`src/rtl/fetch_sequencer_if.sv`:
```
// Bus between the fetch sequencer, the instruction ROM and the decode/execute stage.
// The sequencer uses the master modport. The ROM and downstream side use the slave modport.
interface fetch_sequencer_if;
   logic        run;
   logic [7:0]  rom_addr;
   logic [31:0] rom_data;
   logic [31:0] instr;
   logic [7:0]  instr_pc;
   logic        instr_valid;
   logic        instr_ready;
   logic        redirect_valid;
   logic [7:0]  redirect_pc;
   logic [7:0]  pc;
   logic        halted;

   modport master (
      input  run,
      input  rom_data,
      input  instr_ready,
      input  redirect_valid,
      input  redirect_pc,
      output rom_addr,
      output instr,
      output instr_pc,
      output instr_valid,
      output pc,
      output halted
   );

   modport slave (
      output run,
      output rom_data,
      output instr_ready,
      output redirect_valid,
      output redirect_pc,
      input  rom_addr,
      input  instr,
      input  instr_pc,
      input  instr_valid,
      input  pc,
      input  halted
   );
endinterface

```
`src/rtl/fetch_sequencer.sv`:
```
// Instruction-fetch controller. It owns the PC, waits out the ROM read latency and presents words over valid/ready.
// Branch redirects take priority over everything. An accepted all-zero word parks the FSM in HALT.
module fetch_sequencer #(
   parameter logic [7:0]  RESET_PC     = 8'd4,
   parameter int unsigned ROM_LATENCY  = 2,
   parameter bit          HALT_ON_ZERO = 1'b1
) (
   input  logic              clk,
   input  logic              rst_n,
   fetch_sequencer_if.master bus
);

   localparam int unsigned          CNT_W    = $clog2(ROM_LATENCY + 1);
   localparam logic [CNT_W-1:0]     CNT_LOAD = CNT_W'(ROM_LATENCY);

   typedef enum logic [1:0] {
      IDLE,
      FETCH,
      HOLD,
      HALT
   } FetchState;

   FetchState        r_state;
   logic [7:0]       r_pc;
   logic [CNT_W-1:0] r_cnt;
   logic [31:0]      r_instr;
   logic [7:0]       r_instrPc;
   logic             r_instrValid;

   FetchState        w_stateNext;
   logic [7:0]       w_pcNext;
   logic [CNT_W-1:0] w_cntNext;
   logic [31:0]      w_instrNext;
   logic [7:0]       w_instrPcNext;
   logic             w_instrValidNext;
   logic             w_accept;
   logic             w_zeroHit;

   assign w_accept  = r_instrValid & bus.instr_ready;
   assign w_zeroHit = HALT_ON_ZERO && (r_instr == 32'h0);

   always_ff @(posedge clk or negedge rst_n) begin
      if (!rst_n) begin
         r_state      <= IDLE;
         r_pc         <= RESET_PC;
         r_cnt        <= '0;
         r_instr      <= 32'h0;
         r_instrPc    <= 8'h0;
         r_instrValid <= 1'b0;
      end else begin
         r_state      <= w_stateNext;
         r_pc         <= w_pcNext;
         r_cnt        <= w_cntNext;
         r_instr      <= w_instrNext;
         r_instrPc    <= w_instrPcNext;
         r_instrValid <= w_instrValidNext;
      end
   end

   // A redirect overrides capture, the handshake and the halt decision. A word accepted in the same cycle is simply dropped.
   always_comb begin
      w_stateNext      = r_state;
      w_pcNext         = r_pc;
      w_cntNext        = r_cnt;
      w_instrNext      = r_instr;
      w_instrPcNext    = r_instrPc;
      w_instrValidNext = r_instrValid;

      if (bus.redirect_valid) begin
         w_pcNext         = {bus.redirect_pc[7:2], 2'b00};
         w_instrValidNext = 1'b0;
         if (bus.run || (r_state == HALT)) begin
            w_stateNext = FETCH;
            w_cntNext   = CNT_LOAD;
         end else begin
            w_stateNext = IDLE;
         end
      end else begin
         case (r_state)
            IDLE: begin
               if (bus.run) begin
                  w_stateNext = FETCH;
                  w_cntNext   = CNT_LOAD;
               end
            end

            FETCH: begin
               if (r_cnt != '0) begin
                  w_cntNext = r_cnt - CNT_W'(1);
               end else begin
                  w_instrNext      = bus.rom_data;
                  w_instrPcNext    = r_pc;
                  w_instrValidNext = 1'b1;
                  w_stateNext      = HOLD;
               end
            end

            HOLD: begin
               if (w_accept) begin
                  w_instrValidNext = 1'b0;
                  w_pcNext         = r_pc + 8'd4;
                  if (w_zeroHit) begin
                     w_stateNext = HALT;
                  end else if (bus.run) begin
                     w_stateNext = FETCH;
                     w_cntNext   = CNT_LOAD;
                  end else begin
                     w_stateNext = IDLE;
                  end
               end
            end

            HALT: begin
               w_instrValidNext = 1'b0;
            end

            default: begin
               w_stateNext = IDLE;
            end
         endcase
      end
   end

   assign bus.rom_addr    = r_pc;
   assign bus.pc          = r_pc;
   assign bus.instr       = r_instr;
   assign bus.instr_pc    = r_instrPc;
   assign bus.instr_valid = r_instrValid;
   assign bus.halted      = (r_state == HALT);

endmodule

```
`src/flat_wrapper.sv`:
```
// flat-port wrapper written by rule: the top's interface ports become plain ports
module fetch_sequencer_flat 
#(
   parameter logic [7:0]  RESET_PC     = 8'd4,
   parameter int unsigned ROM_LATENCY  = 2,
   parameter bit          HALT_ON_ZERO = 1'b1
)
  (clk, rst_n, bus_run, bus_rom_data, bus_instr_ready, bus_redirect_valid, bus_redirect_pc, bus_rom_addr, bus_instr, bus_instr_pc, bus_instr_valid, bus_pc, bus_halted);
  fetch_sequencer_if bus_i ();
  input  logic clk;
  input  logic rst_n;
  input wire logic [$bits(bus_i.run)-1:0] bus_run;
  input wire logic [$bits(bus_i.rom_data)-1:0] bus_rom_data;
  input wire logic [$bits(bus_i.instr_ready)-1:0] bus_instr_ready;
  input wire logic [$bits(bus_i.redirect_valid)-1:0] bus_redirect_valid;
  input wire logic [$bits(bus_i.redirect_pc)-1:0] bus_redirect_pc;
  output wire logic [$bits(bus_i.rom_addr)-1:0] bus_rom_addr;
  output wire logic [$bits(bus_i.instr)-1:0] bus_instr;
  output wire logic [$bits(bus_i.instr_pc)-1:0] bus_instr_pc;
  output wire logic [$bits(bus_i.instr_valid)-1:0] bus_instr_valid;
  output wire logic [$bits(bus_i.pc)-1:0] bus_pc;
  output wire logic [$bits(bus_i.halted)-1:0] bus_halted;
  assign bus_i.run = bus_run;
  assign bus_i.rom_data = bus_rom_data;
  assign bus_i.instr_ready = bus_instr_ready;
  assign bus_i.redirect_valid = bus_redirect_valid;
  assign bus_i.redirect_pc = bus_redirect_pc;
  assign bus_rom_addr = bus_i.rom_addr;
  assign bus_instr = bus_i.instr;
  assign bus_instr_pc = bus_i.instr_pc;
  assign bus_instr_valid = bus_i.instr_valid;
  assign bus_pc = bus_i.pc;
  assign bus_halted = bus_i.halted;
  fetch_sequencer #(.RESET_PC(RESET_PC), .ROM_LATENCY(ROM_LATENCY), .HALT_ON_ZERO(HALT_ON_ZERO)) u_core (.clk(clk), .rst_n(rst_n), .bus(bus_i));
endmodule
```
`config.mk`:
```
export PLATFORM = sky130hd
export DESIGN_NAME = fetch_sequencer_flat
export DESIGN_NICKNAME = d
export VERILOG_FILES = /design/src/rtl/fetch_sequencer_if.sv /design/src/rtl/fetch_sequencer.sv /design/src/flat_wrapper.sv
export SDC_FILE = /design/constraint.sdc
export NUM_CORES = 1
export LEC_CHECK = 0
export ABC_AREA = 0
export CORE_MARGIN = 5
export CORE_UTILIZATION = 43
export CTS_BUF_LIST = sky130_fd_sc_hd__clkbuf_4 sky130_fd_sc_hd__clkbuf_8
export DETAILED_ROUTE_END_ITERATION = 8
export GPL_TIMING_DRIVEN = 1
export PLACE_DENSITY_LB_ADDON = 0.25
export SLEW_MARGIN = 5
export SYNTH_ARGS = -nofsm -noshare
export SYNTH_HDL_FRONTEND = slang
export SYNTH_SLANG_ARGS = --single-unit
export TNS_END_PERCENT = 5
```
`constraint.sdc`:
```
create_clock -name clk -period 2.1 [get_ports clk]
set_input_delay 0.42 -clock clk [delete_from_list [all_inputs] [get_ports clk]]
set_output_delay 0.42 -clock clk [all_outputs]
set_load 0.1 [all_outputs]
```
* Word level (Yosys, flattened, before mapping)
Cells that the tools add are included.
Storage, ports and cells: register bits after elaboration 53, input port bits 45
Cells by class: $add $sub $neg 2, eq/ne operators 9, mux-type cells 22, bitwise logic cells 3, reductions and logical operators 13
Operator list (number):
- logical NOT 32 bit | 1
- 2-to-1 mux 8 bit | 3
- 2-to-1 mux 2 bit | 11
- one-hot mux 2 bit (3 select lines) | 2
- != test 3 bit, second input constant | 3
- adder 8 x 3 -> 8 bit, second input constant | 1
- nonzero test 4 bit | 2
- != test 3 x 2 -> 1 bit, second input constant | 2
- AND reduction 3 bit | 2
- nonzero test 2 bit | 3
- 2-to-1 mux 1 bit | 5
- AND reduction 5 bit | 1
- equality test 2 bit, second input constant | 2
- AND reduction 4 bit | 1
- one-hot mux 1 bit (3 select lines) | 1
- equality test 2 x 1 -> 1 bit, second input constant | 1
- logical NOT 2 bit | 1
- != test 2 x 1 -> 1 bit, second input constant | 1
- inverter 1 bit | 2
- AND reduction 2 bit | 1
- subtractor 2 x 1 -> 2 bit, second input constant | 1
- AND 1 bit | 1
- logical OR 1 bit | 1

* Longest topological paths before layout
Gate-level depths: netlist (run 1).
depth in word-level cells 5, gate-level depth with buffers 7, mapped depth without buffers 7

* Worst setup path after synthesis (run 1)
No wires, ideal clock.
path type flip-flop to flip-flop, from register u_core.r_instrValid (netlist: u_core.bus.instr_valid), to register u_core.r_cnt[0], data arrival time 2.037 ns, required time 1.979 ns, setup slack -0.059 ns, cell stages (with the launch flop) 5, path buffers 0, path through dfrtp_1 a21boi_0 o41ai_1 o21ai_2 a32o_2
On the way: longest elaborated chain between the ends 3
Ends and longest elaborated chain:
- start, declared | line fetch_sequencer.sv:28 | logic r_instrValid;
- start signal, assigned | line fetch_sequencer.sv:56 | r_instrValid <= w_instrValidNext;
- AND 1 bit | line fetch_sequencer.sv:39 | assign w_accept = r_instrValid & bus.instr_ready;
- != test 3 x 2 -> 1 bit (no line)
- AND reduction 5 bit (no line)
- end signal, assigned | line fetch_sequencer.sv:53 | r_cnt <= w_cntNext;
- end, declared | line fetch_sequencer.sv:25 | logic [CNT_W-1:0] r_cnt;
No other way between the ends. A chain may end at the register's enable or synchronous reset.

* Final worst setup path (run 1)
from register u_core.r_state[0], to register u_core.r_state[0]
On the way: longest elaborated chain between the ends 4, elaborated cells on any way between the ends 13, classes of those cells eq/ne: 6; mux: 3; reduce/logical: 4
Ends and longest elaborated chain:
- start, declared | line fetch_sequencer.sv:23 | FetchState r_state;
- start signal, assigned | line fetch_sequencer.sv:51 | r_state <= w_stateNext;
- branches (longest 4 deep; another with AND reduction 4 bit)
Parallel ways; which one is timed is not known.

==> flow_summary.json, run 1 <==
{
  "fmax_ghz": 0.4995,
  "critPathSlowestCell": "dfrtp_1",
  "ys_types": 38,
  "dominantRegCellSynth": "dfrtp_1",
  "ioPinCount": 103,
  "synth_area_sq_um": 2313,
  "regToRegSetupSlack_ns": 0.1,
  "via_per_inst": 4.980,
  "vias": 1758,
  "num_rows": 26,
  "routed_wirelength_um": 5416,
  "path_depth": 7,
  "layout-drive-gt1-share": 0.4028,
  "place_congestion": 0.7464,
  "hold_class": "primary input to asynchronous set/reset pin",
  "grt_pass1_vias": 1907,
  "path_buf_inv": 2,
  "timing.critical_path.cells": "inv_1 > ha_1 > buf_4 > a21boi_0 > nor2_1 > a31oi_1 > a221oi_2",
  "synth-xor-area-share": 0.01893,
  "synth-simple-area-share": 0.1065,
  "core_area_sq_um": 5172,
  "drc": 0,
  "synth_top_family_by_area": "multiplexers",
  "rr_startpoint": "u_core.r_state[0]$_DFFE_PN0P_",
  "start_kind": "flop",
  "rsz0062_at_grt": "no",
  "finalCritPeriodShare": 0.9533,
  "drv_slew": 0,
  "yosys.area.top_type": "dfrtp_1",
  "crit_path_end_kind": "flop",
  "worstPathRequired_ns": 2.27,
  "cts_buffers": 5,
  "max_slew_margin": 0.6552,
  "avgSynthCellArea_sq_um": 12.31,
  "synth_top_area_frac": 0.5192,
  "die_area_sq_um": 6947,
  "r2r-end": "u_core.r_state[0]$_DFFE_PN0P_",
  "holdBufCountCts": 0,
  "synthAdderAreaFrac": 0.03245,
  "yosysMostFrequentCell": "dfrtp_1",
  "synth-edff-count": 0,
  "first_pass_iters": 4,
  "cts_tree": "built",
  "hold_viol_final": 0,
  "fin_crit_ns": 2.002,
  "numClockSinks": 49,
  "crit_arrival_ns": 2.17,
  "clkTransAtPathRegs_ns": 0.09,
  "synthTopCellsByArea": "dfrtp_1, mux2_2, buf_4, ha_1, nor4_1",
  "grt_overflow": 0,
  "htree_levels": 2,
  "port_buffers": 94,
  "ys_top_cells_by_count": "dfrtp_1, mux2_2, buf_4",
  "crit_family": "compound AO/OA/AOI/OAI gates",
  "grt_pass1_wl_um": 8970,
  "nets": 333,
  "fin_skew_ns": 0.003890,
  "drt_iter0_markers": 60,
  "async_flop_share": 1.000,
  "final_antenna_net_count": 0,
  "cp-endpoint": "u_core.r_state[0]$_DFFE_PN0P_",
  "tightest_slew_ns": 0.5171,
  "grt.total_usage": 0.1594,
  "maxCapViolCount": 0,
  "setup_viol": 0,
  "start_util": 0.4473,
  "clock_path_buffers": 2,
  "dpl.hpwl_um": 4166,
  "synth_mux_area_frac": 0.1936,
  "fill_cells": 434,
  "fin_tns_setup_ns": 0,
  "diodes": 0,
  "routedWlPerCell_um": 15.34,
  "max_stage_delay_ns": 0.41,
  "status": "complete, no violations",
  "die_w_um": 83.35,
  "cts_root_buf": "clkbuf_8",
  "synth-seq-area-share": 0.5306,
  "grt_max_degree": 24,
  "multi_input_area_sq_um": 973.4,
  "clk_latency_ns": 0.30,
  "rr_worst_depth": 7,
  "crit_type": "flop to flop",
  "syn_to_final_growth_pct": 43.54,
  "critPathLaunch": "u_core.r_state[0]$_DFFE_PN0P_",
  "synth_seq_cells": 49,
  "antenna_found_initial": 0,
  "synth_compound_area_frac": 0.05625,
  "post-cts-setup-buffer-count": 0,
  "path_max_fanout": 6,
  "seqCellArea_sq_um": 1229,
  "yosys_warnings": 0,
  "synth_cells": 188,
  "die_y_um": 83.35
}
registers in the layout (all words and copies together) (netlist names):
| name | cells |
|---|---|
| u_core.bus.instr | 32 |
| u_core.bus.instr_pc | 6 |
| u_core.bus.instr_valid | 1 |
| u_core.bus.pc | 6 |
| u_core.r_cnt | 2 |
| u_core.r_state | 2 |
how the worst min path moves through the flow:
stage                      from                          endpoint  depth (start not counted)
after CTS                 rst_n     u_core.r_state[0]$_DFFE_PN0P_                          1
after detailed placement  rst_n  u_core.bus.instr[19]$_DFFE_PN0P_                          1
after global routing      rst_n     u_core.r_state[0]$_DFFE_PN0P_                          1
final                     rst_n  u_core.bus.instr[19]$_DFFE_PN0P_                          1
after global placement    rst_n  u_core.bus.instr[19]$_DFFE_PN0P_                          1
after floorplan           rst_n   u_core.bus.instr[0]$_DFFE_PN0P_                          0
repair_timing:
item | CTS | global route
endpoints found under the hold margin | 0 | 0
gates resized for setup | 0 | 1
setup endpoints to repair | 0 | 2
cell usage in the layout, fill, tap and decap left out, types with 2 or more instances in the layout:
cell              n
o21ai_0           8
mux2_2           38
ha_1              6
nor2_1            8
nor4_1            7
nand2_1          10
mux2i_1           2
nand4_1           2
clkinv_4          2
nand2b_1          2
buf_4            53
a21o_1            2
xor2_1            3
clkbuf_8          5
clkdlybuf4s50_1  41
a21oi_1           2
dfrtp_1          47
buf_12            5
inv_1             6
nand3_1           4
conb_1            6
xnor2_1           2
nor3_1            2
cell families after synthesis:
kind of cell	Yosys count
compound gates	19
xor+xnor	5
fa+ha+maj	6
buf+inv	24
flops	49
mux	40
other cells	1
simple gates	44
through the flow:
step / setup slack [ns] / utilization / hold slack [ns] / instances / cell area [sq um]
after detailed placement: 0.05101 / 0.6222 / 0.4227 / 345 / 3218
after global placement: 0.07880 / 0.6222 / 0.4234 / 345 / 3218
final: 0.09810 / 0.6420 / 0.07888 / 353 / 3321
after floorplan: 0.07980 / - / 0.1244 / 193 / 2333
after CTS: 0.1231 / 0.6405 / 0.08766 / 353 / 3313
after global routing: 0.03795 / 0.6420 / 0.1104 / 353 / 3321
metal layers:
| metal | track usage | vias to the layer above | wire (um) | part of all wire |
|---|---|---|---|---|
| li1 | - | 832 | - | - |
| met1 | 0.1864 | 856 | 2128 | 0.39 |
| met2 | 0.2719 | 62 | 2814 | 0.52 |
| met3 | 0.06733 | 8 | 416 | 0.077 |
| met4 | 0.03566 | 0 | 57 | 0.011 |
| met5 | 0 | - | 0 | 0 |
cell type report:
cell class / count / area share
inverter: 6 / 0.006782
timing repair buffer: 100 / 0.2751
multi-input combinational: 120 / 0.2931
sequential: 49 / 0.3700
clock inverter: 3 / 0.007913
tap: 70 / 0.02638
clock buffer: 5 / 0.02072
Power of run 1 is left out: the tool's default activity adds up to more than one toggle a clock period on the data nets, which glitch-free logic cannot reach.
==> inputs of run 2 (changes only) <==
- SKIP_CTS_REPAIR_TIMING: unset -> 1
==> results of run 2 <==
No change in the layout: final DEF, timing and power equal those of run 1.
Power of run 2 is left out for the same reason.
==> inputs of run 3 (changes only) <==
- CORE_UTILIZATION: 43 -> 34
==> flow_summary.json, run 3 (synthesized netlist as in run 1, its figures left out) <==
{
  "cts_root_buf": "clkbuf_8",
  "via_per_inst": 4.770,
  "grt.total_usage": 0.1265,
  "clk_latency_ns": 0.30,
  "crit_arrival_ns": 2.08,
  "die_w_um": 92.49,
  "core_area_sq_um": 6719,
  "worstPathRequired_ns": 2.28,
  "dpl.hpwl_um": 4067,
  "seqCellArea_sq_um": 1229,
  "maxCapViolCount": 0,
  "vias": 1741,
  "crit_path_end_kind": "flop",
  "final_antenna_net_count": 0,
  "drv_slew": 0,
  "grt_pass1_wl_um": 8714,
  "grt_pass1_vias": 1800,
  "fill_cells": 612,
  "grtUsageMet1": 0.1604,
  "clock_path_buffers": 2,
  "nets": 335,
  "ioPinCount": 103,
  "rr_startpoint": "u_core.r_state[0]$_DFFE_PN0P_",
  "diodes": 0,
  "rr_worst_depth": 7,
  "start_kind": "flop",
  "timing.critical_path.cells": "inv_1 > ha_1 > nor4b_4 > nand4_1 > or3_1 > o21ai_2 > a22oi_1",
  "hold_class": "primary input to asynchronous set/reset pin",
  "max_stage_delay_ns": 0.45,
  "grt_overflow": 0,
  "cts_tree": "built",
  "crit_family": "simple AND/OR/NAND/NOR gates",
  "crit_type": "flop to flop",
  "layout_commonest_cell": "buf_4",
  "port_buffers": 94,
  "regToRegSetupSlack_ns": 0.21,
  "place_congestion": 0.7945,
  "largest_reg_flops": 32,
  "cts_buffers": 5,
  "die_y_um": 92.49,
  "start_util": 0.3443,
  "clkTransAtPathRegs_ns": 0.10,
  "place_ws_ns": -0.007798,
  "num_rows": 30,
  "path_max_fanout": 3,
  "use_met2": 0.2054,
  "layout_common_cells": "buf_4, dfrtp_1, clkdlybuf4s50_1",
  "antenna_found_initial": 0,
  "drc": 0,
  "syn_to_final_growth_pct": 45.00,
  "numClockSinks": 49,
  "status": "complete, no violations",
  "multi_input_area_sq_um": 982.2,
  "layout-drive-gt1-share": 0.4070,
  "first_pass_iters": 4,
  "routed_wirelength_um": 5254,
  "fin_skew_ns": 0.01066,
  "fmax_ghz": 0.5283,
  "fin_crit_ns": 1.893,
  "htree_levels": 2,
  "tightest_slew_ns": 0.7487,
  "met3_usage": 0.04630,
  "hold_viol_final": 0,
  "critPathSlowestCell": "or3_1",
  "drt_iter0_markers": 42,
  "grt-busiest-layer": "met2",
  "routedWlPerCell_um": 14.39,
  "setup_viol": 0,
  "grt_max_degree": 34,
  "r2r-end": "u_core.r_cnt[1]$_DFFE_PN0P_",
  "die_area_sq_um": 8554,
  "finalWorstSetupSlack_ns": 0.2070,
  "finalCritPeriodShare": 0.9014,
  "path_buf_inv": 1,
  "max_slew_margin": 0.5009,
  "path_depth": 7,
  "rsz0062_at_grt": "no"
}
## run 3: worst max-delay path by stage
stage	start	to	slack, ns
global route	u_core.r_state[0]$_DFFE_PN0P_	u_core.r_cnt[1]$_DFFE_PN0P_	0.05
finish	u_core.r_state[0]$_DFFE_PN0P_	u_core.r_cnt[1]$_DFFE_PN0P_	0.21
detailed placement	bus_instr_ready	u_core.r_cnt[0]$_DFFE_PN0P_	-0.008
global placement	bus_redirect_valid	u_core.r_cnt[0]$_DFFE_PN0P_	0.06
floorplan	u_core.bus.instr[28]$_DFFE_PN0P_	u_core.r_cnt[0]$_DFFE_PN0P_	0.08
CTS	u_core.r_state[0]$_DFFE_PN0P_	u_core.r_cnt[0]$_DFFE_PN0P_	0.06
## run 3: layer usage
| layer | wire (um) | up-vias | share of wire |
|---|---|---|---|
| li1 | - | 842 | - |
| met1 | 2342 | 827 | 0.45 |
| met2 | 2399 | 68 | 0.46 |
| met3 | 478 | 4 | 0.091 |
| met4 | 34 | 0 | 0.0065 |
| met5 | 0 | - | 0 |
## run 3: through the flow
step                      instances  utilization  hold slack, ns  instance area [sq um]  setup TNS (ns)
after floorplan                 193            -          0.1244                   2333               0
after global placement          357       0.4812          0.4912                   3233               0
after detailed placement        357       0.4812          0.4943                   3233       -0.007798
after CTS                       365       0.4968          0.1972                   3338               0
after global routing            365       0.4993          0.2328                   3354               0
final                           365       0.4993          0.1712                   3354               0
## run 3: area by class of cell
cell class | instances | share of cell area
repair buffers | 102 | 0.2730
flip-flops and latches | 49 | 0.3663
well taps | 80 | 0.02984
multi-input cells | 120 | 0.2928
clock buffers | 7 | 0.02872
clock inverters | 1 | 0.002611
inverters | 6 | 0.006714
Power of run 3 is left out for the same reason.
